<file path="config.mk">
export PLATFORM = sky130hd
export DESIGN_NAME = vga_timing_receiver_flat
export DESIGN_NICKNAME = d
export VERILOG_FILES = /design/src/rtl/vga_timing_receiver_if.sv /design/src/rtl/vga_timing_receiver.sv /design/src/flat_wrapper.sv
export SDC_FILE = /design/constraint.sdc
export NUM_CORES = 1
export LEC_CHECK = 0
export CAP_MARGIN = 0
export CORE_ASPECT_RATIO = 0.8
export CORE_MARGIN = 2
export CORE_UTILIZATION = 48
export CTS_BUF_LIST = sky130_fd_sc_hd__clkbuf_4
export DETAILED_ROUTE_END_ITERATION = 8
export GPL_ROUTABILITY_DRIVEN = 0
export PLACE_DENSITY = 0.74
export SLEW_MARGIN = 10
export SYNTH_ARGS = -nofsm -noshare
export SYNTH_HDL_FRONTEND = slang
export SYNTH_SLANG_ARGS = --single-unit
</file>
<file path="constraint.sdc">
create_clock -name clk -period 4.4 [get_ports clk]
set_clock_uncertainty 0.1 [all_clocks]
set_input_delay 1.32 -clock clk [delete_from_list [all_inputs] [get_ports clk]]
set_output_delay 1.32 -clock clk [all_outputs]
set_load 0.01 [all_outputs]
</file>
<file path="src/rtl/vga_timing_receiver_if.sv">
// Sync/pixel bus between a VGA timing source and the timing receiver.
// master: drives p_tick/hsync/vsync/rgb and observes the recovered stream.
// slave:  the receiver.
interface vga_timing_receiver_if;
   logic        p_tick;
   logic        hsync;
   logic        vsync;
   logic [11:0] rgb;
   logic [9:0]  x;
   logic [9:0]  y;
   logic [11:0] pix_rgb;
   logic        pix_valid;
   logic        frame_start;
   logic        locked;
   logic [7:0]  err_cnt;
   logic [15:0] frame_crc;
   logic        crc_valid;

   modport master (
      output p_tick, hsync, vsync, rgb,
      input  x, y, pix_rgb, pix_valid, frame_start, locked, err_cnt, frame_crc, crc_valid
   );

   modport slave (
      input  p_tick, hsync, vsync, rgb,
      output x, y, pix_rgb, pix_valid, frame_start, locked, err_cnt, frame_crc, crc_valid
   );
endinterface

</file>
<file path="src/rtl/vga_timing_receiver.sv">
// VGA timing receiver: samples hsync/vsync/rgb on p_tick, recovers x/y,
// locks to the frame structure and counts timing faults while locked.
// Optional feature macro: VGA_RX_CRC_EN adds a CRC-16-CCITT of each fully
// locked frame's visible pixels; without it frame_crc/crc_valid tie to 0.
module vga_timing_receiver #(
   parameter int H_ACTIVE    = 640,
   parameter int H_BP        = 48,
   parameter int H_TOTAL     = 800,
   parameter int V_ACTIVE    = 480,
   parameter int V_BP        = 33,
   parameter int V_TOTAL     = 525,
   parameter int LOCK_FRAMES = 2
) (
   input logic                  clk,
   input logic                  rst,
   vga_timing_receiver_if.slave bus
);
   localparam int GF_W = $clog2(LOCK_FRAMES + 1);

   typedef enum logic [1:0] {UNLOCKED, ACQUIRE, LOCKED} state_t;

   state_t          state;
   logic            hs_q, vs_q;
   logic [9:0]      h_cnt, v_cnt;
   logic [9:0]      h_nxt, v_nxt;
   logic [GF_W-1:0] good_frames;
   logic            skip_line;
   logic            h_rise, v_rise;
   logic            line_bad, frame_bad, line_chk;
   logic            pix_fire;

   assign h_rise = bus.hsync & ~hs_q;
   assign v_rise = bus.vsync & ~vs_q;

   // Next counter values and fault/window decodes, all relative to this sample
   always_comb begin
      h_nxt = h_cnt;
      v_nxt = v_cnt;
      if (h_rise)                h_nxt = '0;
      else if (h_cnt != 10'h3FF) h_nxt = h_cnt + 10'd1;
      if (v_rise)                          v_nxt = '0;
      else if (h_rise && v_cnt != 10'h3FF) v_nxt = v_cnt + 10'd1;
      // a saturated counter yields length 1024, which can never match
      line_bad  = h_rise && (({1'b0, h_cnt} + 11'd1) != 11'(H_TOTAL));
      frame_bad = v_rise && (({1'b0, v_cnt} + 11'd1) != 11'(V_TOTAL));
      // the first line seen after entering ACQUIRE may be a partial one
      line_chk  = line_bad && !(state == ACQUIRE && skip_line);
      pix_fire  = bus.locked &&
                  (h_nxt >= 10'(H_BP)) && (h_nxt < 10'(H_BP + H_ACTIVE)) &&
                  (v_nxt >= 10'(V_BP)) && (v_nxt < 10'(V_BP + V_ACTIVE));
   end

   // Sync edge history and position counters
   always_ff @(posedge clk or posedge rst) begin
      if (rst) begin
         hs_q  <= 1'b1;
         vs_q  <= 1'b1;
         h_cnt <= '0;
         v_cnt <= '0;
      end else if (bus.p_tick) begin
         hs_q  <= bus.hsync;
         vs_q  <= bus.vsync;
         h_cnt <= h_nxt;
         v_cnt <= v_nxt;
      end
   end

   // Pixel capture and frame strobe; strobes last one clk
   always_ff @(posedge clk or posedge rst) begin
      if (rst) begin
         bus.x           <= '0;
         bus.y           <= '0;
         bus.pix_rgb     <= '0;
         bus.pix_valid   <= 1'b0;
         bus.frame_start <= 1'b0;
      end else begin
         bus.pix_valid   <= 1'b0;
         bus.frame_start <= 1'b0;
         if (bus.p_tick) begin
            if (v_rise) bus.frame_start <= 1'b1;
            if (pix_fire) begin
               bus.x         <= h_nxt - 10'(H_BP);
               bus.y         <= v_nxt - 10'(V_BP);
               bus.pix_rgb   <= bus.rgb;
               bus.pix_valid <= 1'b1;
            end
         end
      end
   end

   // Lock FSM with registered locked flag and saturating error counter
   always_ff @(posedge clk or posedge rst) begin
      if (rst) begin
         state       <= UNLOCKED;
         good_frames <= '0;
         skip_line   <= 1'b0;
         bus.locked  <= 1'b0;
         bus.err_cnt <= '0;
      end else if (bus.p_tick) begin
         case (state)
            UNLOCKED: begin
               if (v_rise) begin
                  state       <= ACQUIRE;
                  good_frames <= '0;
                  skip_line   <= 1'b1;
               end
            end
            ACQUIRE: begin
               if (h_rise) skip_line <= 1'b0;
               if (line_chk || frame_bad) begin
                  state <= UNLOCKED;
               end else if (v_rise) begin
                  good_frames <= good_frames + 1'b1;
                  if (good_frames == GF_W'(LOCK_FRAMES - 1)) begin
                     state      <= LOCKED;
                     bus.locked <= 1'b1;
                  end
               end
            end
            LOCKED: begin
               // a bad line landing on v_rise is still a single error
               if (line_bad || frame_bad) begin
                  state      <= UNLOCKED;
                  bus.locked <= 1'b0;
                  if (bus.err_cnt != 8'hFF) bus.err_cnt <= bus.err_cnt + 8'd1;
               end
            end
            default: begin
               state      <= UNLOCKED;
               bus.locked <= 1'b0;
            end
         endcase
      end
   end

`ifdef VGA_RX_CRC_EN
   logic [15:0] crc_acc;
   logic        crc_ok;

   // CRC-16-CCITT, 12 data bits folded MSB first in a single step
   function automatic logic [15:0] crc12(input logic [15:0] c, input logic [11:0] d);
      logic [15:0] r;
      r = c;
      for (int i = 11; i >= 0; i--)
         r = {r[14:0], 1'b0} ^ ((r[15] ^ d[i]) ? 16'h1021 : 16'h0000);
      return r;
   endfunction

   // Per-frame accumulation; publish only frames that stayed locked throughout
   always_ff @(posedge clk or posedge rst) begin
      if (rst) begin
         crc_acc       <= 16'hFFFF;
         crc_ok        <= 1'b0;
         bus.frame_crc <= '0;
         bus.crc_valid <= 1'b0;
      end else begin
         bus.crc_valid <= 1'b0;
         if (bus.p_tick) begin
            if (v_rise) begin
               crc_acc <= 16'hFFFF;
               crc_ok  <= 1'b1;
               if (crc_ok && bus.locked) begin
                  bus.frame_crc <= crc_acc;
                  bus.crc_valid <= 1'b1;
               end
            end else begin
               if (pix_fire)    crc_acc <= crc12(crc_acc, bus.rgb);
               if (!bus.locked) crc_ok  <= 1'b0;
            end
         end
      end
   end
`else
   assign bus.frame_crc = '0;
   assign bus.crc_valid = 1'b0;
`endif

endmodule
</file>
<file path="src/flat_wrapper.sv">
// flat-port wrapper written by rule: the top's interface ports become plain ports
module vga_timing_receiver_flat 
#(
   parameter int H_ACTIVE    = 640,
   parameter int H_BP        = 48,
   parameter int H_TOTAL     = 800,
   parameter int V_ACTIVE    = 480,
   parameter int V_BP        = 33,
   parameter int V_TOTAL     = 525,
   parameter int LOCK_FRAMES = 2
)
  (clk, rst, bus_p_tick, bus_hsync, bus_vsync, bus_rgb, bus_x, bus_y, bus_pix_rgb, bus_pix_valid, bus_frame_start, bus_locked, bus_err_cnt, bus_frame_crc, bus_crc_valid);
  vga_timing_receiver_if bus_i ();
  input logic clk;
  input logic rst;
  input wire logic [$bits(bus_i.p_tick)-1:0] bus_p_tick;
  input wire logic [$bits(bus_i.hsync)-1:0] bus_hsync;
  input wire logic [$bits(bus_i.vsync)-1:0] bus_vsync;
  input wire logic [$bits(bus_i.rgb)-1:0] bus_rgb;
  output wire logic [$bits(bus_i.x)-1:0] bus_x;
  output wire logic [$bits(bus_i.y)-1:0] bus_y;
  output wire logic [$bits(bus_i.pix_rgb)-1:0] bus_pix_rgb;
  output wire logic [$bits(bus_i.pix_valid)-1:0] bus_pix_valid;
  output wire logic [$bits(bus_i.frame_start)-1:0] bus_frame_start;
  output wire logic [$bits(bus_i.locked)-1:0] bus_locked;
  output wire logic [$bits(bus_i.err_cnt)-1:0] bus_err_cnt;
  output wire logic [$bits(bus_i.frame_crc)-1:0] bus_frame_crc;
  output wire logic [$bits(bus_i.crc_valid)-1:0] bus_crc_valid;
  assign bus_i.p_tick = bus_p_tick;
  assign bus_i.hsync = bus_hsync;
  assign bus_i.vsync = bus_vsync;
  assign bus_i.rgb = bus_rgb;
  assign bus_x = bus_i.x;
  assign bus_y = bus_i.y;
  assign bus_pix_rgb = bus_i.pix_rgb;
  assign bus_pix_valid = bus_i.pix_valid;
  assign bus_frame_start = bus_i.frame_start;
  assign bus_locked = bus_i.locked;
  assign bus_err_cnt = bus_i.err_cnt;
  assign bus_frame_crc = bus_i.frame_crc;
  assign bus_crc_valid = bus_i.crc_valid;
  vga_timing_receiver #(.H_ACTIVE(H_ACTIVE), .H_BP(H_BP), .H_TOTAL(H_TOTAL), .V_ACTIVE(V_ACTIVE), .V_BP(V_BP), .V_TOTAL(V_TOTAL), .LOCK_FRAMES(LOCK_FRAMES)) u_core (.clk(clk), .rst(rst), .bus(bus_i));
endmodule
</file>
==> results of run 1 <==
-- logic make-up (layout without fill, tap and decap cells) --
logic type / after synthesis / count (layout) / synth area share
adder cells (fa/ha/maj): 8 / 8 / 0.0237
AO/OA/AOI/OAI: 90 / 90 / 0.149
XOR/XNOR: 26 / 26 / 0.0540
AND/OR/NAND/NOR: 114 / 114 / 0.147
buffers and inverters: 60 / 112 / 0.0760
flip-flops: 70 / 70 / 0.416
other: 1 / 17 / 0.000889
multiplexers: 51 / 51 / 0.134
-- registers in the layout, indices dropped and copies added, names as in the netlist, 2 cells and up --
register / cells
u_core.bus.pix_rgb: 12
u_core.bus.x: 10
u_core.bus.y: 10
u_core.h_cnt: 10
u_core.v_cnt: 10
u_core.bus.err_cnt: 8
u_core.good_frames: 2
u_core.state: 2
-- worst min path at each step --
| stage | from | end |
|---|---|---|
| floorplan | u_core.bus.err_cnt[6] | u_core.bus.err_cnt[6] |
| global placement | u_core.bus.pix_rgb[6] | u_core.bus.pix_rgb[6] |
| detailed placement | u_core.bus.err_cnt[6] | u_core.bus.err_cnt[6] |
| CTS | u_core.bus.err_cnt[6] | u_core.bus.err_cnt[6] |
| global route | u_core.bus.pix_rgb[9] | u_core.bus.pix_rgb[9] |
| finish | u_core.bus.err_cnt[6] | u_core.bus.err_cnt[6] |
-- worst register-to-register path: cells and delay by family (launching register included) --
family | cells | cell delay (ns)
AO/OA/AOI/OAI | 3 | 1.07
adder cells (fa/ha/maj) | 2 | 0.65
buffers and inverters | 1 | 0.25
flip-flops | 1 | 0.53
multiplexers | 2 | 0.54
AND/OR/NAND/NOR | 3 | 0.66
-- per-layer routing --
| layer | up-vias | GRT usage | part of all wire |
|---|---|---|---|
| li1 | 1639 | - | - |
| met1 | 1675 | 0.306 | 0.47 |
| met2 | 120 | 0.339 | 0.45 |
| met3 | 12 | 0.0707 | 0.073 |
| met4 | 0 | 0.0548 | 0.0099 |
| met5 | - | 0 | 0 |
-- placed cells by master, fill, tap and decap left out, types with 12 or more instances in the layout --
| cell | netlist | routed |
|---|---|---|
| xnor2_1 | 12 | 12 |
| dfrtp_1 | 68 | 68 |
| a21oi_1 | 16 | 16 |
| inv_1 | 17 | 16 |
| xor2_1 | 14 | 14 |
| buf_4 | 18 | 18 |
| nor2_1 | 18 | 18 |
| nand2_1 | 25 | 25 |
| conb_1 | 1 | 17 |
| o21ai_0 | 19 | 19 |
| mux2_2 | 40 | 40 |
| a31oi_1 | 14 | 14 |
| clkdlybuf4s50_1 | 0 | 59 |
-- power breakdown --
| group | internal (mW) | switching, mW | leakage [nW] |
|---|---|---|---|
| clock network | 0.290 | 0.240 | 0.0981 |
| registers | 0.819 | 0.165 | 0.902 |
| logic | 0.461 | 0.348 | 1.25 |
-- final cells by class --
class	count	area, um2
Fill cell	697	3410
Multi-Input combinational cell	306	2200
Sequential cell	70	1750
Timing Repair Buffer	79	766
Tap cell	112	140
Clock inverter	7	120
Clock buffer	9	67.6
Inverter	17	63.8
-- per-stage QoR --
| stage | TNS (ns) | instances | area [um2] |
|---|---|---|---|
| 5_1_grt | 0 | 600 | 5110 |
| 6_report | 0 | 600 | 5110 |
| 2_1_floorplan | 0 | 436 | 4280 |
| 3_5_place_dp | -2.36 | 584 | 4930 |
| 3_3_place_gp | -0.674 | 584 | 4930 |
| 4_1_cts | 0 | 600 | 5110 |
==> impl_metrics.toml, run 1 <==
[placed_design]
portBuffers = 59
preCtsSetupSlack_ns = -0.0954
dpl.hpwl_um = 6990

[synth]
ys_ff_latch = 70
syn-cell-area_um2 = 4220
yosysSeqAreaShare = 0.416
synth_area_leader_cell = "dfrtp_1"
synthCells = 420
synth.most_common_cell = "dfrtp_1"
yosys-top-cells-area = "dfrtp_1 40%, mux2_2 11%, buf_4 3.2%, xor2_1 2.9%, xnor2_1 2.5%"
syn_area_per_cell_um2 = 10.0
synthDistinctLibCells = 62
ys_async_sr_fraction = 1.00
synth_flop_cell = "dfrtp_1"
synth-edff-count = 0
synth_common_cells = "68 x dfrtp_1, 40 x mux2_2, 25 x nand2_1"
synth_warnings = 0
synth_top_cell_area_share = 0.404

[sta]
max_freq_mhz = 245
hold_viol_final = 0
period_share = 0.927
drv_slew = 0
fin_ws_ns = 0.320
max_slew.worst_pin.slew_ns = 0.876
rsz0062_at_grt = "no"
timing.hold.ws_ns = 0.396
max_slew_margin = 0.415
finalSetupViolations = 0
min_period_ns = 4.08

[clock_network]
tritoncts = "yes"
root_buffer = "clkbuf_4"
clk_latency_ns = 0.41
ctsHoldBuffers = 0
cts_resized = 0
path_clk_slew_ns = 0.12
cts_sinks = 70
cts_buffer_depth = 2
post_cts_buffers = 0
cts_buffers = 9
h-tree-depth = 3

[floorplan]
die_h_um = 87.8
num_rows = 30
die-area_um2 = 9560
start_util = 0.495
io_pins = 77
core_area_um2 = 8520
die_w_um = 109

[critical_path]
start_kind = "input port"
r2r-start = "u_core.v_cnt[1]"
worst-path-buf-inv = 3
r2r_cells = 11
arrival_ns = 4.28
endpoint = "u_core.bus.x[9]"
crit_path_end_kind = "register"
path_delay_family = "buffers and inverters"
worstSetupPathType = "in -> reg"
worst-endpoint-required_ns = 4.60
reg2reg_to = "u_core.bus.x[9]"
cp_slowest_cell = "nor3_1"
critPathMaxFanout = 33
cp.depth = 10
cpPeakStageDelay_ns = 0.56
path_cells = "clkdlybuf4s50_1 > nor2b_1 > buf_4 > nor3_1 > ha_1 > o311a_1 > o21ai_0 > o32ai_4 > buf_12 > mux2_2"
startpoint = "bus_hsync"
rrSetupSlack_ns = 0.50

[global_routing]
gr-total-overflow = 0
grt_pass1_vias = 3438
track_usage = 0.221
antenna_found_initial = 0
grt_max_degree = 43
grt_pass1_wl_um = 16600

[drt]
dr_total_vias = 3446
drcViolationCount = 0
first_pass_iters = 5
wl_um = 9690
wl_per_cell_um = 16.1
drt_iter0_markers = 215
final_antenna_net_count = 0
vias_per_cell = 5.74

[outcome]
status = "completed"

[hold_path]
hold_class = "reg -> reg"
whs_path_depth = 1

[run]
max_cap_violations = 0

[final_layout]
drive_above_1_share = 0.176
n_antenna_cell = 0
area_delta_synth_final_pct = 21.3
num-nets-final = 508
fin_util = 0.600

[pwr]
irDropWorstVdd_mv = 0.389
power_density_nw_per_um2 = 454
power_leakage_nw = 2.25
power_mw = 2.32
No activity file was read; power rests on OpenSTA's default activity.
==> run 2, diff against run 1 <==
CTS_BUF_LIST = default   (was sky130_fd_sc_hd__clkbuf_4)
GPL_TIMING_DRIVEN = 0   (was default)
clock period = 4.25 ns   (was 4.4 ns; I/O delays follow)
==> impl_metrics.toml, run 2 (synthesis gave the netlist of run 1 again) <==
[floorplan]
die_w_um = 109
num_rows = 30
die_h_um = 87.8
start_util = 0.495
core_area_um2 = 8520
die-area_um2 = 9560
io_pins = 77

[outcome]
status = "completed"

[final_layout]
fillCellCount = 707
regMostFlops = "u_core.bus.pix_rgb"
layout_common_cells = "68 x dfrtp_1, 58 x clkdlybuf4s50_1, 40 x mux2_2"
area_delta_synth_final_pct = 26.7
drive_above_1_share = 0.207
final_common_cell = "dfrtp_1"
largest_reg_flops = 12
num-nets-final = 538
stdcell_count = 630
fin_util = 0.627
n_antenna_cell = 0

[drt]
wl_per_cell_um = 16.6
wl_met1_um = 4720
vias_per_cell = 5.75
drcViolationCount = 0
wl_um = 10500
drt_iter0_markers = 189
wl_met2_um = 4690
final_antenna_net_count = 0
first_pass_iters = 5
dr_total_vias = 3622
dr.max_layer_used = "met4"
wl_met3_um = 918

[critical_path]
start_kind = "input port"
path_delay_family = "buffers and inverters"
cpPeakStageDelay_ns = 0.54
critPathMaxFanout = 10
worst-path-buf-inv = 4
arrival_ns = 4.31
worstSetupPathType = "in -> reg"
worst-endpoint-required_ns = 4.41
cp_slowest_cell = "clkdlybuf4s50_1"
crit_path_end_kind = "register"
path_cells = "clkdlybuf4s50_1 > nor2b_4 > buf_4 > a21oi_1 > ha_1 > o21bai_1 > a31oi_1 > o21ai_1 > o32ai_4 > buf_12 > buf_2 > mux2_2"

[clock_network]
cts_sinks = 70
path_clk_slew_ns = 0.08
root_buffer = "clkbuf_8"
tritoncts = "yes"
cts_buffers = 9
h-tree-depth = 3
cts_buffer_depth = 2
clk_latency_ns = 0.37
ctsHoldBuffers = 0

[sta]
timing.setup.tns_ns = 0
max_slew_margin = 0.516
finalSetupViolations = 0
min_period_ns = 4.15
drv_slew = 0
fin_ws_ns = 0.102
hold_viol_final = 0
period_share = 0.976
max_freq_mhz = 241
max_slew.worst_pin.slew_ns = 0.721

[global_routing]
grt_pass1_wl_um = 16900
antenna_found_initial = 0
grt_pass1_vias = 3432
grt_max_degree = 47
gr-total-overflow = 0
track_usage = 0.229

[run]
max_cap_violations = 0

[pwr]
p_comb_frac = 0.353
p_sw_frac = 0.327
clkPwrFrac = 0.248
p_sw_mw = 0.814
power_mw = 2.49
power_leakage_nw = 2.37
irDropWorstVdd_mv = 0.301
power_frac_seq = 0.399
power_density_nw_per_um2 = 466
internal_power_mw = 1.67

[placed_design]
dpl.hpwl_um = 7080
portBuffers = 58
dp.cells = 607
preCtsSetupSlack_ns = -0.865

[hold_path]
hold_class = "reg -> reg"
==> run 2: changes by cell type in the layout (fill, tap and decap cells not counted), moves of 2 or more <==
cell      previous run  this run
clkbuf_2             0         2
clkbuf_4             9         0
buf_4               18        24
nor2b_1              4         2
buf_6                0         3
clkbuf_1             0        17
clkbuf_8             0         9
buf_2                0         4
==> run 2: stage by stage <==
step	instance area (um2)	hold slack (ns)
floorplan	4280	0.422
global placement	5000	0.367
detailed placement	5030	0.387
CTS	5270	0.400
global route	5340	0.430
finish	5340	0.396
==> run 2: what timing repair did <==
| action | CTS | global route |
|---|---|---|
| buffers inserted | 1 | 5 |
| resized for setup | 6 | 6 |
| pin swaps | 1 | 3 |
| cloned | 0 | 1 |
| endpoints found under the setup margin | 33 | 30 |
==> run 2: path summary, 6_finish.rpt <==
kind	startpoint	endpoint	slack (ns)	cells past startpoint
min reg2reg	u_core.bus.err_cnt[6]	u_core.bus.err_cnt[6]	0.40	1
max	bus_hsync	u_core.bus.x[6]	0.10	12
min	u_core.bus.err_cnt[6]	u_core.bus.err_cnt[6]	0.40	1
min in group asynchronous	rst	u_core.state[0]	1.15	2
max in group asynchronous	rst	u_core.hs_q	2.31	3
max reg2reg	u_core.h_cnt[0]	u_core.bus.pix_rgb[6]	0.20	13
==> run 2: layout make-up <==
type | instances | area [um2] | share of cell area
inverters | 17 | 66.3 | 0.0124
well taps | 112 | 140 | 0.0262
clock buffers | 10 | 128 | 0.0239
repair buffers | 66 | 671 | 0.126
plain buffers | 43 | 262 | 0.0489
clock inverters | 6 | 93.8 | 0.0176
multi-input cells | 306 | 2230 | 0.417
flip-flops and latches | 70 | 1750 | 0.328
==> run 2: layer usage <==
metal | track usage | vias to the layer above
met5 | 0 | -
met4 | 0.0734 | 0
met3 | 0.0744 | 10
met2 | 0.343 | 178
met1 | 0.316 | 1741
li1 | - | 1693
==> run 2: power groups by stage <==
| stage | registers [mW] | clock network, mW | logic [mW] |
|---|---|---|---|
| 2_1_floorplan | 1.04 | 0 | 0.406 |
| 3_3_place_gp | 0.987 | 0 | 0.848 |
| 3_5_place_dp | 1.00 | 0 | 0.869 |
| 4_1_cts | 0.992 | 0.631 | 0.878 |
| 5_1_grt | 1.02 | 0.658 | 0.953 |
| 6_report | 0.993 | 0.616 | 0.879 |
==> run 3, diff against run 2 <==
SLEW_MARGIN = 0   (was 10)
==> impl_metrics.toml, run 3 (synthesis gave the netlist of run 1 again) <==
[sta]
rsz0062_at_grt = "no"
min_period_ns = 4.15
max_freq_mhz = 241
timing.hold.ws_ns = 0.396
hold_viol_final = 0
period_share = 0.975
max_slew_margin = 0.420
drv_slew = 0
max_slew.worst_pin.slew_ns = 0.870
finalSetupViolations = 0

[outcome]
status = "completed"

[drt]
wl_per_cell_um = 16.8
final_antenna_net_count = 0
drcViolationCount = 0
first_pass_iters = 8
dr_total_vias = 3631
vias_per_cell = 5.77
wl_um = 10500
drt_iter0_markers = 273

[clock_network]
root_buffer = "clkbuf_8"
cts_sinks = 70
cts_buffer_depth = 2
h-tree-depth = 3
tritoncts = "yes"
cts_buffers = 9
clk_latency_ns = 0.37
path_clk_slew_ns = 0.08

[final_layout]
regArea_um2 = 1750
layout_common_cells = "68 x dfrtp_1, 58 x clkdlybuf4s50_1, 40 x mux2_2"
regMostFlops = "u_core.bus.pix_rgb"
n_antenna_cell = 0
multi_input_area_um2 = 2230
final_common_cell = "dfrtp_1"
largest_reg_flops = 12
stdcell_count = 629
fillCellCount = 680
num-nets-final = 537
drive_above_1_share = 0.209
area_delta_synth_final_pct = 26.5

[critical_path]
path_cells = "clkdlybuf4s50_1 > nor2b_4 > buf_4 > a21oi_1 > ha_2 > o21bai_1 > a31oi_1 > o21ai_1 > o32ai_4 > buf_12 > clkbuf_4 > mux2_2"
r2r-start = "u_core.h_cnt[0]"
crit_path_end_kind = "register"
r2r_cells = 13
start_kind = "input port"
rrSetupSlack_ns = 0.28
arrival_ns = 4.30
cp_slowest_cell = "clkdlybuf4s50_1"
worst-endpoint-required_ns = 4.40
worstSetupPathType = "in -> reg"
reg2reg_to = "u_core.bus.pix_rgb[6]"
cpPeakStageDelay_ns = 0.55
critPathMaxFanout = 10

[run]
max_cap_violations = 0

[hold_path]
hp-start = "u_core.bus.pix_rgb[5]"
whs_path_depth = 1
hold_class = "reg -> reg"
holdPathEnd = "u_core.bus.pix_rgb[5]"

[global_routing]
track_usage = 0.230
grt_use_met3 = 0.0655
busiest_layer = "met2"
grt_pass1_vias = 3453
antenna_found_initial = 0
grtUsageMet2 = 0.353
grt_max_degree = 71
grt_pass1_wl_um = 17000
gr-total-overflow = 0
gr-usage-met1 = 0.316

[pwr]
power_mw = 2.50
power_density_nw_per_um2 = 469
power_leakage_nw = 2.37
irDropWorstVdd_mv = 0.326

[floorplan]
io_pins = 77
die_h_um = 87.8
die_w_um = 109
core_area_um2 = 8520
start_util = 0.495
num_rows = 30
die-area_um2 = 9560

[placed_design]
dpl.hpwl_um = 7010
portBuffers = 58
dp.cells = 606
[run 3: cell types whose count changed in the layout (fill, tap and decap cells not counted), sizes merged]
cell and delta:
clkinv +1, clkbuf +2, buf -2, inv -2
[run 3: area by class of cell]
cell class,instances,share of cell area
Buffer,43,0.0490
Clock buffer,11,0.0284
Clock inverter,5,0.0152
Inverter,17,0.0124
Multi-Input combinational cell,306,0.419
Sequential cell,70,0.329
Tap cell,112,0.0263
Timing Repair Buffer,65,0.121
[run 3: power by group]
part	internal [mW]	switching (mW)	leakage, nW
clock network	0.362	0.272	0.116
registers	0.850	0.141	0.902
logic	0.483	0.395	1.35
total	1.70	0.808	2.37
[run 3: worst max path at each step]
stage / from / endpoint / slack (ns) / cells past startpoint
detailed placement: bus_hsync / u_core.bus.x[3] / -0.91 / 11
CTS: bus_hsync / u_core.bus.x[3] / 0.01 / 11
finish: bus_hsync / u_core.bus.x[7] / 0.10 / 12
global placement: bus_hsync / u_core.bus.x[9] / -0.81 / 11
global route: bus_hsync / u_core.bus.y[6] / 0.01 / 12
floorplan: bus_hsync / u_core.bus.x[0] / 0.39 / 10
[run 3: stage by stage]
stage / area [um2] / TNS [ns] / utilization / worst slack, ns
6_report: 5340 / 0 / 0.626 / 0.104
5_1_grt: 5340 / 0 / 0.626 / 0.0142
4_1_cts: 5280 / 0 / 0.619 / 0.0138
3_5_place_dp: 5000 / -28.00 / 0.587 / -0.912
3_3_place_gp: 5000 / -30.34 / 0.586 / -0.808
2_1_floorplan: 4280 / 0 / - / 0.393
[run 3: repair_timing]
action,in CTS,in global routing
endpoints found under the setup margin,33,31
setup buffers,3,3
resized for setup,6,9
cloned,0,1
pin swaps,2,2
hold buffers,0,0
[run 3: routing by layer]
layer / vias up / wire (um)
met2: 159 / 4790
met3: 18 / 880
li1: 1692 / -
met5: - / 0
met1: 1762 / 4730
met4: 0 / 148
[run 3: critical path: cells and delay by family]
kind | cells | cell delay (ns)
compound gates | 5 | 1.02
simple gates | 1 | 0.27
mux | 1 | 0.34
fa+ha+maj | 1 | 0.27
buf+inv | 4 | 1.12
